$ cat config.mk
export PLATFORM = sky130hd
export DESIGN_NAME = accum_sequencer
export DESIGN_NICKNAME = d
export VERILOG_FILES = /design/src/rtl/accum_sequencer.sv
export SDC_FILE = /design/constraint.sdc
export NUM_CORES = 1
export LEC_CHECK = 0
export CAP_MARGIN = 20
export CORE_MARGIN = 5
export CORE_UTILIZATION = 55
export CTS_CLUSTER_SIZE = 30
export DETAILED_ROUTE_END_ITERATION = 10
export MAX_ROUTING_LAYER = met4
export PLACE_DENSITY = 0.75
export SYNTH_ARGS = -nofsm -noshare
export SYNTH_HDL_FRONTEND = slang
export SYNTH_SLANG_ARGS = --single-unit
$ cat constraint.sdc
create_clock -name clk -period 5.1 [get_ports clk]
set_input_delay 0.51 -clock clk [delete_from_list [all_inputs] [get_ports clk]]
set_output_delay 0.51 -clock clk [all_outputs]
set_load 0.05 [all_outputs]
$ cat src/rtl/accum_sequencer.sv
// Job sequencer for the 2-column double-buffered accumulator: steps clear/mode/buffer
// select through K passes per output tile and hands filled buffers to the drain.
module accum_sequencer #(
    parameter int CNT_W     = 8,
    parameter int ALIGN_LAT = 2
) (
    input  logic             clk,
    input  logic             reset,
    input  logic             start,
    input  logic [CNT_W-1:0] cfg_rows,
    input  logic [CNT_W-1:0] cfg_k_tiles,
    input  logic [CNT_W-1:0] cfg_out_tiles,
    input  logic             mmu_valid,
    input  logic             drain_ack,
    output logic             acc_clear,
    output logic             acc_enable,
    output logic             acc_addr_sel,
    output logic             mmu_stall,
    output logic             buf_ready,
    output logic             buf_ready_sel,
    output logic             busy,
    output logic             done,
    output logic             err_overrun
);

    // Handshakes: the MMU may assert mmu_valid only while mmu_stall is low (a beat under
    // stall is flagged, never counted); buf_ready announces one filled buffer, and each
    // drain_ack frees the oldest filled buffer whenever at least one is full.

    typedef enum logic [2:0] {
        S_IDLE,
        S_CLEAR,
        S_RUN,
        S_FLUSH,
        S_BUF_WAIT,
        S_DRAIN_WAIT
    } state_t;

    localparam int FL_W = $clog2(ALIGN_LAT + 1) + 1;
    localparam logic [FL_W-1:0] FLUSH_LAST = FL_W'(ALIGN_LAT);

    state_t           state;
    logic [CNT_W-1:0] rows_q, k_tiles_q, out_tiles_q;
    logic [CNT_W-1:0] row, k, tile;
    logic [FL_W-1:0]  flush_cnt;
    logic [1:0]       buf_full;
    logic [1:0]       buf_full_nxt;
    logic             oldest;

    logic ack_ok, flush_end, last_pass, fill, cfg_zero;

    assign ack_ok    = drain_ack && (buf_full != 2'b00);
    assign flush_end = (state == S_FLUSH) && (flush_cnt == FLUSH_LAST);
    assign last_pass = (k == k_tiles_q - CNT_W'(1));
    assign fill      = flush_end && last_pass;
    assign cfg_zero  = (cfg_rows == '0) || (cfg_k_tiles == '0) || (cfg_out_tiles == '0);

    // A same-cycle ack and completion both land: free the oldest, mark the new one.
    always_comb begin
        buf_full_nxt = buf_full;
        if (ack_ok) buf_full_nxt[oldest] = 1'b0;
        if (fill)   buf_full_nxt[acc_addr_sel] = 1'b1;
    end

    always_ff @(posedge clk) begin
        if (reset) begin
            state         <= S_IDLE;
            rows_q        <= '0;
            k_tiles_q     <= '0;
            out_tiles_q   <= '0;
            row           <= '0;
            k             <= '0;
            tile          <= '0;
            flush_cnt     <= '0;
            buf_full      <= 2'b00;
            oldest        <= 1'b0;
            acc_clear     <= 1'b0;
            acc_enable    <= 1'b0;
            acc_addr_sel  <= 1'b0;
            mmu_stall     <= 1'b1;
            buf_ready     <= 1'b0;
            buf_ready_sel <= 1'b0;
            busy          <= 1'b0;
            done          <= 1'b0;
            err_overrun   <= 1'b0;
        end else begin
            acc_clear <= 1'b0;
            buf_ready <= 1'b0;
            done      <= 1'b0;
            buf_full  <= buf_full_nxt;
            if (ack_ok) oldest <= ~oldest;
            if (mmu_valid && mmu_stall) err_overrun <= 1'b1;

            case (state)
                S_IDLE: begin
                    if (start) begin
                        if (cfg_zero) begin
                            done <= 1'b1;
                        end else begin
                            rows_q       <= cfg_rows;
                            k_tiles_q    <= cfg_k_tiles;
                            out_tiles_q  <= cfg_out_tiles;
                            err_overrun  <= 1'b0;
                            acc_addr_sel <= 1'b0;
                            acc_clear    <= 1'b1;
                            busy         <= 1'b1;
                            oldest       <= 1'b0;
                            state        <= S_CLEAR;
                        end
                    end
                end
                S_CLEAR: begin
                    row        <= '0;
                    k          <= '0;
                    tile       <= '0;
                    acc_enable <= 1'b0;
                    mmu_stall  <= 1'b0;
                    state      <= S_RUN;
                end
                S_RUN: begin
                    if (mmu_valid) begin
                        row <= row + CNT_W'(1);
                        if (row == rows_q - CNT_W'(1)) begin
                            mmu_stall <= 1'b1;
                            flush_cnt <= '0;
                            state     <= S_FLUSH;
                        end
                    end
                end
                S_FLUSH: begin
                    // Mode and select stay put until the last aligned beat is written.
                    if (!flush_end) begin
                        flush_cnt <= flush_cnt + FL_W'(1);
                    end else begin
                        row <= '0;
                        if (!last_pass) begin
                            k          <= k + CNT_W'(1);
                            acc_enable <= 1'b1;
                            mmu_stall  <= 1'b0;
                            state      <= S_RUN;
                        end else begin
                            buf_ready     <= 1'b1;
                            buf_ready_sel <= acc_addr_sel;
                            k             <= '0;
                            tile          <= tile + CNT_W'(1);
                            acc_enable    <= 1'b0;
                            if (tile + CNT_W'(1) == out_tiles_q) begin
                                state <= S_DRAIN_WAIT;
                            end else begin
                                acc_addr_sel <= ~acc_addr_sel;
                                if (buf_full_nxt[~acc_addr_sel]) begin
                                    state <= S_BUF_WAIT;
                                end else begin
                                    mmu_stall <= 1'b0;
                                    state     <= S_RUN;
                                end
                            end
                        end
                    end
                end
                S_BUF_WAIT: begin
                    if (!buf_full[acc_addr_sel]) begin
                        mmu_stall <= 1'b0;
                        state     <= S_RUN;
                    end
                end
                S_DRAIN_WAIT: begin
                    if (buf_full == 2'b00) begin
                        done  <= 1'b1;
                        busy  <= 1'b0;
                        state <= S_IDLE;
                    end
                end
                default: state <= S_IDLE;
            endcase
        end
    end

endmodule

==> impl_metrics.csv <==
group,metric,value,unit
status,outcome,"complete, no violations",
pwr,leakagePower,1.57,nW
detailed_routing,drt-total-wl,8.30,mm
cts,clk_latency,0.34,ns
floorplan,design.core.area,6310,um2
hold_path,hold_path.class,"flip-flop to flip-flop",
global_routing,grt_pass1_wl,14.0,mm
pwr,p_clk_share,30.5,%
logic_synthesis,ys_seq_area_share,37.1,%
detailed_routing,post_drt_wl_per_cell,14.4,um
logic_synthesis,synthFlopType,"dfxtp_1",
placement,place_congestion,0.842,
finish,post-route-util,66.6,%
sta,min_period_over_period,57.3,%
setup_path,cp_max_fo,27,
detailed_routing,viasPerCell,5.71,
finish,final_cell_mix,"nand2_1 (72), dfxtp_1 (66), a21oi_1 (43)",
finish,final_common_cell,"nand2_1",
sta,period_minus_slack,2.92,ns
cts,ctsRootBufferMaster,"clkbuf_8",
finish,layout-drive-gt1-share,6.02,%
pwr,total_power,1.54,mW
placement,placed_area,3990,um2
floorplan,rows,29,
pwr,power_frac_seq,40.4,%
pwr,p_comb_share,29.1,%
detailed_routing,vias,3286,
pwr,p_switching,0.517,mW
detailed_routing,drtIter0Drc,172,
cts,cts_tree,"built",
cts,postCtsSetupBuffers,0,
logic_synthesis,yosys_warnings,0,
setup_path,start_kind,"input port",
global_routing,grt_max_degree,48,
logic_synthesis,syn_nets,494,
global_routing,overflow,0,
sta,final.setup.tns,0,ns
floorplan,die_y,90.5,um
finish,design_area,4200,um2
sta,setup_viol,0,
setup_path,arrival,3.19,ns
sta,maxSlewHeadroom,51.7,%
finish,layout.nets,529,
pwr,irDropWorstVdd,0.211,mV
finish,area_growth_syn_to_layout,17.9,%
sta,timing_hold_violations_final,0,
logic_synthesis,netlist_area,3570,um2
floorplan,die_w,90.5,um
cts,cts_max_level,3,
placement,hpwl,6.09,mm
sta,rsz0062_at_grt,"no",
global_routing,track_usage,20.9,%
logic_synthesis,async_flop_share,0,%
detailed_routing,drcViolationCount,0,
setup_path,crit_required,5.37,ns
cts,cts_buffer_depth,2,
floorplan,io_pins,38,
cts,cts.sinks,66,
setup_path,cp-end-kind,"flip-flop",
logic_synthesis,synth_edf_count,0,
logic_synthesis,netlist-cell-type-count,56,
logic_synthesis,avgSynthCellArea,7.79,um2
detailed_routing,firstDrtPassIters,5,
sta,worst-slew-pin-transition,0.721,ns
pwr,p_per_area,366,nW/um2
sta,setup_ws,2.18,ns
cts,cts_resized,0,
cts,cts_buffers,9,
finish,num-fill-cells,526,
placement,io_buffers,37,
placement,place_ws,1.81,ns
finish,antenna_cells,0,
sta,fmax,342,MHz
flow_run,maxCapViolations,0,
pwr,power_switching_share,33.6,%
cts,postCtsHoldBufs,0,
floorplan,initial_core_util,56.5,%
logic_synthesis,syn_inst,458,
global_routing,grt_pass1_vias,3034,
logic_synthesis,ys_ff_latch,66,
setup_path,path_class,"input port to flip-flop",
global_routing,antenna_found_initial,0,
floorplan,die-area,8190,um2
sta,finalMaxSlewViolations,0,
detailed_routing,ant_nets,0,
sta,finClkSkew,0.00479,ns
cts,cts.clk_slew.worst_paths,0.07,ns
pwr,intPower,1.02,mW
power groups by stage:
stage          clock network, mW  registers [mW]  logic (mW)
3_3_place_gp                   0           0.631       0.431
6_report                   0.470           0.621       0.447
2_1_floorplan                  0           0.643       0.305
4_1_cts                    0.474           0.621       0.447
3_5_place_dp                   0           0.633       0.443
5_1_grt                    0.501           0.629       0.498
path summary, 6_finish.rpt:
kind	start	endpoint	slack [ns]	depth (start not counted)
min	k_tiles_q[6]	k_tiles_q[6]	0.46	2
max reg2reg	rows_q[0]	state[0]	2.34	9
min reg2reg	k_tiles_q[6]	k_tiles_q[6]	0.46	2
max	cfg_rows[6]	acc_addr_sel	2.18	8
Yosys cell counts (7+ instances only):
master	number	share of area, %
nand3_1	17	2.4
nor2_1	39	4.1
dfxtp_1	66	37
nor4_1	7	1.2
or3_1	8	1.4
nand4_1	10	1.8
nand2_1	72	7.6
ha_1	7	2.5
inv_1	22	2.3
xor2_1	26	6.4
nor3_1	15	2.1
o21ai_0	21	2.9
xnor2_1	14	3.4
clkbuf_1	13	1.4
a21oi_1	43	6.0
area by class of cell:
class | count | area [um2] | area share, %
Tap cell | 77 | 96.3 | 2.29
Multi-Input combinational cell | 353 | 2090 | 49.7
Inverter | 23 | 86.3 | 2.05
Clock buffer | 15 | 186 | 4.44
Clock inverter | 1 | 30.0 | 0.714
Timing Repair Buffer | 40 | 393 | 9.35
Sequential cell | 66 | 1320 | 31.4
state kept, by name, summed over array words and instances, names as in the netlist, 2 cells and up:
signal / cells
tile: 8
state: 3
k: 8
buf_full: 2
row: 8
k_tiles_q: 8
rows_q: 8
out_tiles_q: 8
flush_cnt: 3
cells by family after synthesis:
logic type               synth area share (%)
AO/OA/AOI/OAI                            18.3
multiplexers                            0.842
adder cells (fa/ha/maj)                  2.46
flip-flops                               37.1
buffers and inverters                    4.35
XOR/XNOR                                 9.82
AND/OR/NAND/NOR                          27.2
worst max-delay path: stages:
cell             delay [ns]
clkdlybuf4s50_1        0.42
nor4_1                 0.38
nand2_1                0.16
nand4_1                0.13
buf_4                  0.29
clkinv_1               0.65
a211o_1                0.50
a21oi_1                0.14
through the flow:
stage,hold slack (ns),std cells
global route,0.501,575
CTS,0.459,575
detailed placement,0.450,559
finish,0.456,575
global placement,0.445,559
floorplan,0.436,458
per-layer routing:
layer  vias up  wire length (um)  GRT usage (%)
li1       1682                 -              -
met1      1495              3960           27.1
met2        96              3820           33.0
met3        13               407           3.58
met4         0               113           7.20
met5         -                 0              -
(Power assumes the default switching activity.)
